<file path="src/rtl/exp2_shift_pkg.sv">
// ============================================================================
// Module      : exp2_shift_pkg
// Description : Shared constants, types and helpers for the exp2 power-of-two
//               stage of the softmax exponent path.
//               - OUTPUT_BUF_DATASIZE / FIXPOINT_FRAC : datapath widths
//               - EXP2_SAT_SHIFT  : smallest u that saturates the output
//               - EXP2_ZERO_SHIFT : magnitude of the largest u that underflows
//               - shift_dir_e     : barrel-shift direction
// Revision    : 1.0 - initial release
// ============================================================================
`default_nettype none

package exp2_shift_pkg;

    localparam int OUTPUT_BUF_DATASIZE = 32;
    localparam int FIXPOINT_FRAC       = 10;

    // Any u at or above this leaves no room for the 1+FRAC_W mantissa bits.
    function automatic int exp2_sat_shift(input int data_w, input int frac_w);
        return data_w - frac_w;
    endfunction

    // Any u at or below minus this shifts the mantissa entirely out.
    function automatic int exp2_zero_shift(input int frac_w);
        return frac_w + 1;
    endfunction

    localparam int EXP2_SAT_SHIFT  = exp2_sat_shift(OUTPUT_BUF_DATASIZE, FIXPOINT_FRAC);
    localparam int EXP2_ZERO_SHIFT = exp2_zero_shift(FIXPOINT_FRAC);

    typedef enum logic {
        SHIFT_RIGHT = 1'b0,
        SHIFT_LEFT  = 1'b1
    } shift_dir_e;

endpackage : exp2_shift_pkg

`default_nettype wire

</file>
<file path="src/rtl/exp2_barrel.sv">
// ============================================================================
// Module      : exp2_barrel
// Description : Combinational barrel shift of the Q1.FRAC_W mantissa into the
//               DATA_W output format, with saturation and underflow override.
// Ports       : m_i      - mantissa 1.v (FRAC_W+1 bits)
//               dir_i    - shift direction
//               amt_i    - shift magnitude
//               sat_i    - force all ones
//               zero_i   - force zero
//               result_o - DATA_W unsigned fixed-point result
// Revision    : 1.0 - initial release
// ============================================================================
`default_nettype none

module exp2_barrel
    import exp2_shift_pkg::*;
#(
    parameter int DATA_W = OUTPUT_BUF_DATASIZE,
    parameter int FRAC_W = FIXPOINT_FRAC,
    parameter int AMT_W  = $clog2(DATA_W)
) (
    input  logic [FRAC_W:0]   m_i,
    input  shift_dir_e        dir_i,
    input  logic [AMT_W-1:0]  amt_i,
    input  logic              sat_i,
    input  logic              zero_i,
    output logic [DATA_W-1:0] result_o
);

    logic [DATA_W-1:0] w_m_ext;
    logic [DATA_W-1:0] w_left;
    logic [DATA_W-1:0] w_right;

    assign w_m_ext = {{(DATA_W-FRAC_W-1){1'b0}}, m_i};

    // Left shifts stay below DATA_W-FRAC_W, so no mantissa bit is lost;
    // right shifts truncate toward zero.
    assign w_left  = w_m_ext << amt_i;
    assign w_right = w_m_ext >> amt_i;

    always_comb begin
        result_o = '0;
        if (sat_i) begin
            result_o = '1;
        end else if (zero_i) begin
            result_o = '0;
        end else if (dir_i == SHIFT_LEFT) begin
            result_o = w_left;
        end else begin
            result_o = w_right;
        end
    end

endmodule : exp2_barrel

`default_nettype wire

</file>
<file path="src/rtl/exp2_shift.sv">
// ============================================================================
// Module      : exp2_shift
// Description : Two-stage elastic pipeline computing 2^(u+v) ~ (1+v)*2^u as
//               an unsigned Q(DATA_W-FRAC_W).FRAC_W value, plus a saturating
//               per-row accumulator of the stage-2 exponentials.
// Ports       : clk, rst_n               - clock, synchronous active-low reset
//               in_valid/in_ready        - input handshake
//               u, v, in_last, is_stage2 - input beat
//               out_valid/out_ready      - output handshake
//               out_data, out_last       - output beat
//               sum_valid, sum_data      - row-sum pulse and held value
// Revision    : 1.0 - initial release
// ============================================================================
`default_nettype none

module exp2_shift
    import exp2_shift_pkg::*;
#(
    parameter int DATA_W = OUTPUT_BUF_DATASIZE,
    parameter int FRAC_W = FIXPOINT_FRAC
) (
    input  logic              clk,
    input  logic              rst_n,
    input  logic              in_valid,
    output logic              in_ready,
    input  logic [DATA_W-1:0] u,
    input  logic [FRAC_W-1:0] v,
    input  logic              in_last,
    input  logic              is_stage2,
    output logic              out_valid,
    input  logic              out_ready,
    output logic [DATA_W-1:0] out_data,
    output logic              out_last,
    output logic              sum_valid,
    output logic [DATA_W-1:0] sum_data
);

    localparam int AMT_W = $clog2(DATA_W);

    localparam logic signed [DATA_W-1:0] SAT_LIM  =
        DATA_W'(exp2_sat_shift(DATA_W, FRAC_W));
    localparam logic signed [DATA_W-1:0] ZERO_LIM =
        -(DATA_W'(exp2_zero_shift(FRAC_W)));

    // ------------------------------------------------------------------
    // Stage S1: range decode of u and mantissa formation
    // ------------------------------------------------------------------
    logic              s1_valid_q;
    logic [FRAC_W:0]   s1_m_q,    s1_m_d;
    logic              s1_sat_q,  s1_sat_d;
    logic              s1_zero_q, s1_zero_d;
    shift_dir_e        s1_dir_q,  s1_dir_d;
    logic [AMT_W-1:0]  s1_amt_q,  s1_amt_d;
    logic              s1_last_q;
    logic              s1_stg2_q;

    // ------------------------------------------------------------------
    // Stage S2: output registers
    // ------------------------------------------------------------------
    logic              out_valid_q;
    logic [DATA_W-1:0] out_data_q;
    logic              out_last_q;
    logic              out_stg2_q;

    // ------------------------------------------------------------------
    // Accumulator
    // ------------------------------------------------------------------
    logic [DATA_W-1:0] acc_q;
    logic              sum_valid_q;
    logic [DATA_W-1:0] sum_data_q;

    logic              w_s2_adv;
    logic              w_in_fire;
    logic              w_out_fire;
    logic [DATA_W-1:0] w_shift_result;
    logic [DATA_W:0]   w_acc_sum;
    logic [DATA_W-1:0] w_acc_sat;

    // The output register can take a new beat when it is empty or its
    // current beat is leaving this cycle; S1 likewise relative to S2.
    assign w_s2_adv   = !out_valid_q || out_ready;
    assign in_ready   = !s1_valid_q || w_s2_adv;
    assign w_in_fire  = in_valid && in_ready;
    assign w_out_fire = out_valid_q && out_ready;

    assign s1_m_d    = {1'b1, v};
    assign s1_sat_d  = $signed(u) >= SAT_LIM;
    assign s1_zero_d = $signed(u) <= ZERO_LIM;
    assign s1_dir_d  = u[DATA_W-1] ? SHIFT_RIGHT : SHIFT_LEFT;
    // Only the low AMT_W bits matter once the range flags cover the rest;
    // the low bits of -u depend only on the low bits of u.
    assign s1_amt_d  = u[DATA_W-1] ? ({AMT_W{1'b0}} - u[AMT_W-1:0])
                                   : u[AMT_W-1:0];

    always_ff @(posedge clk) begin
        if (!rst_n) begin
            s1_valid_q <= 1'b0;
            s1_m_q     <= '0;
            s1_sat_q   <= 1'b0;
            s1_zero_q  <= 1'b0;
            s1_dir_q   <= SHIFT_LEFT;
            s1_amt_q   <= '0;
            s1_last_q  <= 1'b0;
            s1_stg2_q  <= 1'b0;
        end else begin
            if (in_ready) begin
                s1_valid_q <= in_valid;
            end
            if (w_in_fire) begin
                s1_m_q    <= s1_m_d;
                s1_sat_q  <= s1_sat_d;
                s1_zero_q <= s1_zero_d;
                s1_dir_q  <= s1_dir_d;
                s1_amt_q  <= s1_amt_d;
                s1_last_q <= in_last;
                s1_stg2_q <= is_stage2;
            end
        end
    end

    exp2_barrel #(
        .DATA_W (DATA_W),
        .FRAC_W (FRAC_W),
        .AMT_W  (AMT_W)
    ) u_barrel (
        .m_i      (s1_m_q),
        .dir_i    (s1_dir_q),
        .amt_i    (s1_amt_q),
        .sat_i    (s1_sat_q),
        .zero_i   (s1_zero_q),
        .result_o (w_shift_result)
    );

    // Output registers only change when advancing, so they hold while
    // out_ready is low with a valid beat presented.
    always_ff @(posedge clk) begin
        if (!rst_n) begin
            out_valid_q <= 1'b0;
            out_data_q  <= '0;
            out_last_q  <= 1'b0;
            out_stg2_q  <= 1'b0;
        end else if (w_s2_adv) begin
            out_valid_q <= s1_valid_q;
            if (s1_valid_q) begin
                out_data_q <= w_shift_result;
                out_last_q <= s1_last_q;
                out_stg2_q <= s1_stg2_q;
            end
        end
    end

    // Saturating add of the beat currently leaving the pipe.
    assign w_acc_sum = {1'b0, acc_q} + {1'b0, out_data_q};
    assign w_acc_sat = w_acc_sum[DATA_W] ? {DATA_W{1'b1}} : w_acc_sum[DATA_W-1:0];

    always_ff @(posedge clk) begin
        if (!rst_n) begin
            acc_q       <= '0;
            sum_valid_q <= 1'b0;
            sum_data_q  <= '0;
        end else begin
            sum_valid_q <= 1'b0;
            if (w_out_fire && out_stg2_q) begin
                if (out_last_q) begin
                    sum_data_q  <= w_acc_sat;
                    sum_valid_q <= 1'b1;
                    acc_q       <= '0;
                end else begin
                    acc_q <= w_acc_sat;
                end
            end
        end
    end

    assign out_valid = out_valid_q;
    assign out_data  = out_data_q;
    assign out_last  = out_last_q;
    assign sum_valid = sum_valid_q;
    assign sum_data  = sum_data_q;

endmodule : exp2_shift

`default_nettype wire

</file>
<file path="config.mk">
export PLATFORM = sky130hd
export DESIGN_NAME = exp2_shift
export DESIGN_NICKNAME = d
export VERILOG_FILES = /design/src/rtl/exp2_shift_pkg.sv /design/src/rtl/exp2_barrel.sv /design/src/rtl/exp2_shift.sv
export SDC_FILE = /design/constraint.sdc
export NUM_CORES = 1
export LEC_CHECK = 0
export CORE_UTILIZATION = 50
export DETAILED_ROUTE_END_ITERATION = 8
export PLACE_DENSITY = 0.77
export REMOVE_ABC_BUFFERS = 1
export SYNTH_ARGS = -nofsm -noshare
export SYNTH_HDL_FRONTEND = slang
export SYNTH_HIERARCHICAL = 1
export SYNTH_SLANG_ARGS = --single-unit
</file>
<file path="constraint.sdc">
create_clock -name clk -period 2.6 [get_ports clk]
set_input_delay 0.52 -clock clk [delete_from_list [all_inputs] [get_ports clk]]
set_output_delay 0.52 -clock clk [all_outputs]
set_load 0.02 [all_outputs]
</file>
* After elaboration in Yosys (flattened, before gate mapping) *
Index checks and enable logic that the tools add are counted.

storage, ports and cells
  register bits = 122
  input port bits = 48

cells by class
  $add $sub $neg = 2
  $lt $le $gt $ge = 2
  shift operators = 2
  multiplexer cells = 8
  reduce and logical (&&, ||, !) cells = 10

operators by type and width
  cell                                                                 count
  2-to-1 mux 32 bit                                                    5
  adder 32 x 32 -> 33 bit                                              1
  greater-or-equal comparator 32 x 6 -> 1 bit (second input constant)  1
  <= comparator 32 x 5 -> 1 bit (second input constant)                1
  << shifter 11 x 5 -> 32 bit                                          1
  right shift 11 x 5 -> 32 bit                                         1
  AND reduction 2 bit                                                  3
  2-to-1 mux 5 bit                                                     1
  subtractor 1 x 5 -> 5 bit (first input constant)                     1
  logical AND 1 bit                                                    3
  zero test 1 bit                                                      2
  logical OR 1 bit                                                     2
  2-to-1 mux 1 bit                                                     2

* Depth between registers and ports, before layout *
Gate-level depths: netlist of run 1.

  word-level depth = 4
  mapped depth = 11

* Modules after synthesis *
The synthesis of run 1 kept the hierarchy.

modules (own cells, without submodules)
  module       times used  cells an instance  area each (um^2)  seq. area each (um^2)
  exp2_shift   1           779                6174.7            2442.3
  exp2_barrel  1           188                1546.5            0.0

* Worst setup path before layout of run 1 *
No wires, ideal clock.

  path kind = register to register
  start = register out_data_q[0], in the netlist out_data[0]
  end = register sum_data_q[31], in the netlist sum_data[31]
  setup time = 0.120 ns
  arrival = 2.803 ns
  data required time = 2.480 ns
  setup slack = -0.323 ns
  stages on the path, launching flop included = 11
  path buffers = 1
  clock period less this slack = 2.923 ns
  cells stage by stage = dfxtp_1 -> ha_1 -> fa_1 -> a211oi_2 -> o21ai_2 -> o211a_1 -> o31ai_2 -> o31a_1 -> o31ai_4 -> buf_4 -> o31a_1

on the way
  longest elaborated chain between the ends = 2

ends and longest elaborated chain
  what                      RTL line           RTL
  start: declaration        exp2_shift.sv:61   logic [DATA_W-1:0] out_data_q;
  start signal: assignment  exp2_shift.sv:145  out_data_q <= w_shift_result;
  adder 32 x 32 -> 33 bit   exp2_shift.sv:153  assign w_acc_sum = {1'b0, acc_q} + {1'b0, out_data_q};
  2-to-1 mux 32 bit         exp2_shift.sv:154  assign w_acc_sat = w_acc_sum[DATA_W] ? {DATA_W{1'b1}} : w_acc_sum[DATA_W-1:0];
  end signal: assignment    exp2_shift.sv:165  sum_data_q <= w_acc_sat;
  end: declaration          exp2_shift.sv:70   logic [DATA_W-1:0] sum_data_q;

Every way passes these cells.
A chain may end at the register's enable or synchronous reset.

* Worst setup path in the final report of run 1 *
  start = register acc_q[0]
  end = register acc_q[13]

on the way
  longest elaborated chain between the ends = 3

ends and longest elaborated chain
  what                      RTL line           RTL
  start: declaration        exp2_shift.sv:68   logic [DATA_W-1:0] acc_q;
  start signal: assignment  exp2_shift.sv:169  acc_q <= w_acc_sat;
  adder 32 x 32 -> 33 bit   exp2_shift.sv:153
  2-to-1 mux 32 bit         exp2_shift.sv:154
  2-to-1 mux 32 bit         exp2_shift.sv:164  if (out_last_q) begin

Every way passes these cells.

==> implementation parameters, run 1 <==
Parameter                              Value

Worst hold path
  Worst min path class    flop to flop
  Hold Crit Depth    2
  Worst Hold Path EP    out_stg2_q
  Start point of the worst hold path    s1_stg2_q

Route
  Routed length per instance    ~19 microns
  Antenna Nets Post-Route    0
  DRT Pass-1 Iters    5
  Iteration-0 DRC count of the detailed router    about 880
  Per-cell via count in the routed design    about 6.2
  Number of design rule violations left after detail routing    0
  Total vias in the final route    about 8300
  Total detailed-routing wirelength    about 25000 microns

Timing
  Max-slew violations    0
  Final TNS setup    -7710 ps
  Highest clock rate    about 360 MHz
  Final worst setup slack    -207 ps
  Post-route clock period utilization    1.08
  Transition time at the pin with the least slew margin    approximately 760 ps
  Minimum clock period    about 2800 ps
  Worst relative slew slack    0.491
  Unrepaired setup endpoints after global routing    yes
  Setup Viol. Count Final    64
  Worst-case clock skew    between 8 and 9 ps
  Final number of hold-violating endpoints    0

Die
  Placement Rows    45
  Area of the die    between 15000 and 20000 sq um
  Die X-Extent    about 130 microns
  Core region area    15100 sq um
  Number of primary I/O pins    116
  Vertical extent of the die    126 microns
  Initial standard-cell utilization of the core    0.510

Layout
  Post-route cell area    around 11000 sq um
  Nets    ~1200
  Layout Cells excl Fill    between 1000 and 1500
  Fill cells    between 1000 and 1500
  Number of antenna cells inserted    0
  Sequential cell area    2460 sq um
  Share of post-route cells with drive strength above 1    0.227
  Multi-input gate area    5460 sq um
  Layout area overhead    39.5%

Clock tree
  TritonCTS clock tree    yes
  Worst skew pair latency    between 400 and 500 ps
  CTS Sinks    122
  Clock tree root driver cell    clkbuf_16
  Worst-case clock buffer depth    2
  Post-cts hold buffer count    0
  Clock-pin slew of the registers on the worst-case setup and hold paths    about 60 ps
  Total clock buffers created by CTS    17
  Number of H-tree levels    4

Logic synthesis
  Synth Area per Inst    between 7 and 8 sq um
  Count of flip-flops with a built-in enable after synthesis    0
  Number of warning messages in the yosys log    6
  Count of mapped cells out of synthesis    between 900 and 1000
  Cell area after technology mapping    7720 sq um
  FFs w/ async S/R, synth    0
  Portion of the post-synthesis area used by sequential elements    0.316
  Synthesis-stage register bit count    ~120
  Most common flop cell mapped by yosys    dfxtp_1
  Number of distinct standard cells referenced by the synthesized netlist    between 70 and 80

Run status
  Violations in the final reports    setup timing
  Result of the run    finished, violations left

Placement
  Placed Cells incl. Taps    about 1300
  Number of I/O port buffers    115
  Global placer's final weighted congestion    approximately 0.98
  DP HPWL    between 15000 and 20000 microns
  Placed Area    9540 sq um

Pwr
  Power density normalized to cell area    between 400 and 500 nW/um^2
  Post-route total power    5.09 mW
  Static leakage    about 4.2 nW
  Worst VDD drop    between 0.5 and 0.6 mV

Setup path
  Kind of end point of the critical path    flop
  Critical path start-end classification    flop to flop
  FF-to-FF End    acc_q[13]
  Critical path required time    a little under 3000 ps
  Nature of the critical path startpoint    flop
  R2R Path Start    acc_q[0]
  Crit-path max FO    8
  Arrival time reported for the critical path endpoint    3120 ps
  Number of cells on the worst reg-to-reg path    12
  FF-to-FF setup slack    -210 ps

Global route
  GRT overflow    0
  Vias in the first global route    approximately 7900
  Total routing resource utilization after global routing    0.315
  Global-route wire length before repair    39700 microns
  Number of antenna violations at the first check in global routing    0
  Pin count of the biggest net entering global routing    66

Job
  Max-capacitance violation count    0
layer usage:
metal,GRT usage,part of all wire,vias up
li1,-,-,3849
met1,0.389,0.41,3936
met2,0.525,0.48,422
met3,0.0501,0.061,90
met4,0.176,0.047,0
met5,0,0,-
cells by family after synthesis:
group	after synthesis	synth area share
AND/OR/NAND/NOR	363	0.209
AO/OA/AOI/OAI	300	0.257
adder cells (fa/ha/maj)	37	0.0609
flip-flops	122	0.316
XOR/XNOR	30	0.0340
multiplexers	40	0.0789
buffers and inverters	75	0.0439
metrics by stage:
step / worst slack, ps / hold slack (ps) / util
after floorplan: -855 / 429 / -
after global placement: -316 / 440 / 0.630
after detailed placement: -395 / 446 / 0.630
after CTS: -138 / 451 / 0.701
after global routing: -301 / 463 / 0.711
final: -207 / 450 / 0.711
repair_timing:
item / CTS / global route
gates cloned: 2 / 0
gates resized for setup: 104 / 30
pin swaps: 42 / 8
setup endpoints to repair: 64 / 64
buffers inserted: 8 / 2
cells in the mapped netlist, drive strengths merged (8+ instances only):
cell    count  area, sq um
nand2     169          634
dfxtp     122         2440
a21oi     106          531
nor2       94          353
o21ai      67          339
clkbuf     44          165
ha         36          450
a211oi     23          228
a21o       22          165
mux2i      20          204
buf        16          118
mux4       16          360
xnor2      16          140
nor3       14         70.1
xor2       14          123
inv        13         48.8
nand3      12         60.1
a31oi      11         75.1
nor4       10         62.6
nand4       9         56.3
a22oi       8         65.1
and3        8         50.1
nand2b      8         50.1
nor2b       8         50.1
o211ai      8         60.1
or3         8         50.1
where the power goes:
part | internal (mW) | total, mW | leakage, nW | switching (mW)
logic | 0.382 | 0.835 | 2.97 | 0.453
registers | 1.92 | 1.99 | 0.995 | 0.0724
clock network | 1.33 | 2.27 | 0.265 | 0.938
layout by cell type (no fill, tap or decap), types with 19 or more instances in the layout:
master and count:
o21ai_0 35, clkdlybuf4s50_1 115, dfxtp_1 112, a21oi_1 95, ha_1 28, nor2_1 73, a21o_1 22, o21ai_1 25
buf_4 85, nand2_1 169, mux2i_1 19
worst max-delay path by stage:
| stage | startpoint | endpoint | slack, ps | cells past startpoint |
|---|---|---|---|---|
| detailed placement | out_data[0] | acc_q[25] | -400 | 11 |
| finish | acc_q[0] | acc_q[13] | -210 | 12 |
| global route | acc_q[13] | sum_data[23] | -300 | 10 |
| floorplan | rst_n | acc_q[23] | -860 | 4 |
| global placement | out_data[0] | sum_data[24] | -320 | 12 |
| CTS | acc_q[0] | sum_data[29] | -140 | 10 |
cell type report:
cell class,count,area share
Tap cell,188,0.0218
Clock inverter,14,0.0125
Clock buffer,18,0.0398
Inverter,15,0.00523
Sequential cell,122,0.228
Timing Repair Buffer,213,0.185
Multi-Input combinational cell,771,0.507
critical path, cell delays in order, from the launching register on:
cell	delay (ps)
dfxtp_2	340
ha_4	170
fa_2	370
a211oi_2	210
o21ai_2	90
o211a_1	280
o31ai_4	220
o31a_1	260
o31ai_4	100
buf_12	180
buf_12	140
nand2b_4	140
a22o_1	180
sequential cells by signal (all words and copies together), names as in the netlist:
name        cells
acc_q          32
out_data       32
out_last        1
out_stg2_q      1
out_valid       1
s1_amt_q        5
s1_dir_q        1
s1_last_q       1
s1_m_q         11
s1_sat_q        1
s1_stg2_q       1
s1_valid_q      1
s1_zero_q       1
sum_data       32
sum_valid       1
(Power assumes the default switching activity.)
==> run 2, diff against run 1 <==
--- a/config.mk
+++ b/config.mk
@@ -5,11 +5,11 @@
 export SDC_FILE = /design/constraint.sdc
 export NUM_CORES = 1
 export LEC_CHECK = 0
+export ABC_CLOCK_PERIOD_IN_PS = 2600
 export CORE_UTILIZATION = 50
 export DETAILED_ROUTE_END_ITERATION = 8
 export PLACE_DENSITY = 0.77
 export REMOVE_ABC_BUFFERS = 1
 export SYNTH_ARGS = -nofsm -noshare
 export SYNTH_HDL_FRONTEND = slang
-export SYNTH_HIERARCHICAL = 1
 export SYNTH_SLANG_ARGS = --single-unit
==> implementation parameters, run 2 <==
Parameter                              Value

Job
  Max-capacitance violation count    0

Placement
  Placed Cells incl. Taps    between 1000 and 1500
  DP HPWL    ~17000 microns
  Placement Setup Slack    -211 ps
  Global placer's final weighted congestion    roughly 0.97
  Number of I/O port buffers    ~120

Setup path
  Arrival time reported for the critical path endpoint    approximately 3100 ps
  Kind of end point of the critical path    flop
  Nature of the critical path startpoint    flop
  FF-to-FF setup slack    -180 ps
  Crit-path max FO    7
  Critical path required time    just under 3000 ps
  Critical path start-end classification    flop to flop

Die
  Number of primary I/O pins    116
  Vertical extent of the die    around 120 microns
  Core region area    approximately 15000 sq um
  Initial standard-cell utilization of the core    0.516
  Die X-Extent    between 100 and 150 microns
  Area of the die    between 15000 and 20000 sq um
  Placement Rows    44

Route
  Number of design rule violations left after detail routing    0
  Per-cell via count in the routed design    6.02
  Total vias in the final route    just under 8000
  Antenna Nets Post-Route    0
  Total detailed-routing wirelength    between 20000 and 25000 microns
  Routed length per instance    18.1 microns
  DRT Pass-1 Iters    6
  Iteration-0 DRC count of the detailed router    roughly 720

Timing
  Worst relative slew slack    0.432
  Minimum clock period    between 2000 and 3000 ps
  Max-slew violations    0
  Final number of hold-violating endpoints    0
  Setup Viol. Count Final    48
  Transition time at the pin with the least slew margin    around 850 ps
  Unrepaired setup endpoints after global routing    yes
  Final worst setup slack    -179 ps
  Highest clock rate    approximately 360 MHz
  Worst-case clock skew    8.17 ps
  Post-route clock period utilization    1.07

Global route
  Number of antenna violations at the first check in global routing    1
  Total routing resource utilization after global routing    0.300
  Pin count of the biggest net entering global routing    54
  GRT overflow    0
  Global-route wire length before repair    between 30000 and 40000 microns
  Vias in the first global route    slightly above 7000

Layout
  Layout area overhead    38.3%
  Nets    1210
  Share of post-route cells with drive strength above 1    0.186
  Layout Cells excl Fill    1322
  Most common library cell in the layout ignoring fill and taps    dfxtp_1
  Fill cells    about 1200
  Commonest cells after routing, fill and taps aside    dfxtp_1 (120), clkdlybuf4s50_1 (115), nand2_1 (108), nor2_1 (94), a21oi_1 (86)

Run status
  Result of the run    finished, violations left
  Violations in the final reports    setup timing

Pwr
  Proportion of power drawn by the clock network    0.449
  Net switching power    about 1.4 mW
  Design internal power    3.87 mW
  Combinational cell fraction of total power    0.169
  Reg power frac    0.382
  Post-route total power    5.28 mW
  Switching power as a share of total power    0.268
  Worst VDD drop    around 0.48 mV
  Power density normalized to cell area    507 nW/um^2
  Static leakage    ~4.3 nW

Clock tree
  Total clock buffers created by CTS    17
  TritonCTS clock tree    yes
  Post-cts hold buffer count    0
  Clock tree root driver cell    clkbuf_16
  Clock-pin slew of the registers on the worst-case setup and hold paths    approximately 60 ps
  Worst-case clock buffer depth    2
  Number of H-tree levels    4
  CTS Sinks    about 120
  Worst skew pair latency    about 420 ps

Logic synthesis
  Count of flip-flops with a built-in enable after synthesis    0
  Post-synth top area cell    dfxtp_1
  Count leader, synth    dfxtp_1
  Number of distinct standard cells referenced by the synthesized netlist    66
  Number of warning messages in the yosys log    0
  Count of mapped cells out of synthesis    between 900 and 1000
  Commonest cells in the synthesized netlist    dfxtp_1 (122), nand2_1 (108), nor2_1 (102)
  Cell area after technology mapping    between 7000 and 8000 sq um
  Most common flop cell mapped by yosys    dfxtp_1
  Synthesis-stage register bit count    approximately 120
  FFs w/ async S/R, synth    0
  Share of Yosys cell area claimed by the top area cell type    0.324
  Cells taking the most area after synthesis    dfxtp_1 (32%), a21oi_1 (6.5%), o21ai_0 (6.2%)
  Portion of the post-synthesis area used by sequential elements    0.324
  Synth Area per Inst    ~7.8 sq um

Worst hold path
  Worst min path class    flop to flop
-- run 2: final timing paths --
kind | endpoint | from | depth (start not counted)
setup / recovery | sum_data[2] | out_data[0] | 10
hold / removal | acc_q[28] | acc_q[28] | 2
setup reg to reg | sum_data[2] | out_data[0] | 10
hold reg to reg | acc_q[28] | acc_q[28] | 2
-- run 2: layer usage --
metal,share of wire,global-route usage,up-vias
met4,0.028,0.129,0
met1,0.45,0.398,3728
met2,0.45,0.469,355
met3,0.072,0.0597,52
met5,0,0,-
li1,-,-,3824
-- run 2: layout make-up --
class	count	area, sq um	share of cell area
multi-input combinational	761	5100	0.489
sequential	122	2440	0.235
timing repair buffer	202	1970	0.189
clock buffer	25	505	0.0485
tap	184	230	0.0221
clock inverter	6	86.3	0.00829
inverter	21	83.8	0.00805
antenna	1	2.50	0.000240
-- run 2: per-stage QoR --
stage | util | hold slack, ps | TNS [ps] | cell area (sq um)
floorplan | - | 429 | -37200 | 7260
global placement | 0.636 | 440 | -2170 | 9280
global route | 0.714 | 470 | -9750 | 10400
finish | 0.714 | 457 | -4150 | 10400
CTS | 0.691 | 456 | -1780 | 10100
detailed placement | 0.636 | 446 | -6250 | 9280
-- run 2: what timing repair did --
| action | CTS | global route |
|---|---|---|
| endpoints found under the setup margin | 64 | 64 |
| pin swaps | 15 | 9 |
| cloned | 2 | 1 |
| gates resized for setup | 39 | 69 |
| setup buffers | 2 | 6 |
-- run 2: worst max-delay path: stages (launching register included) --
cell	delay [ps]
dfxtp_2	330
ha_4	160
fa_2	360
a211oi_4	250
o211ai_2	160
a41oi_4	250
a211oi_4	110
o31a_4	470
bufbuf_16	310
nor3_2	170
nor3_1	80
-- run 2: logic make-up (layout without fill, tap and decap cells) --
family	after synthesis	after routing	synth area share
flip-flops	122	122	0.324
multiplexers	31	31	0.0502
buffers and inverters	88	254	0.0467
AO/OA/AOI/OAI	317	317	0.271
adder cells (fa/ha/maj)	37	37	0.0625
other	0	1	0
XOR/XNOR	31	31	0.0361
AND/OR/NAND/NOR	345	345	0.210
-- run 2: power groups by stage --
stage	Combinational, mW	Sequential [mW]	Clock [mW]
after global placement	0.830	2.05	0
final	0.892	2.02	2.37
after detailed placement	0.840	2.05	0
after floorplan	0.392	2.09	0
after CTS	0.855	2.01	2.39
after global routing	0.960	2.02	2.47
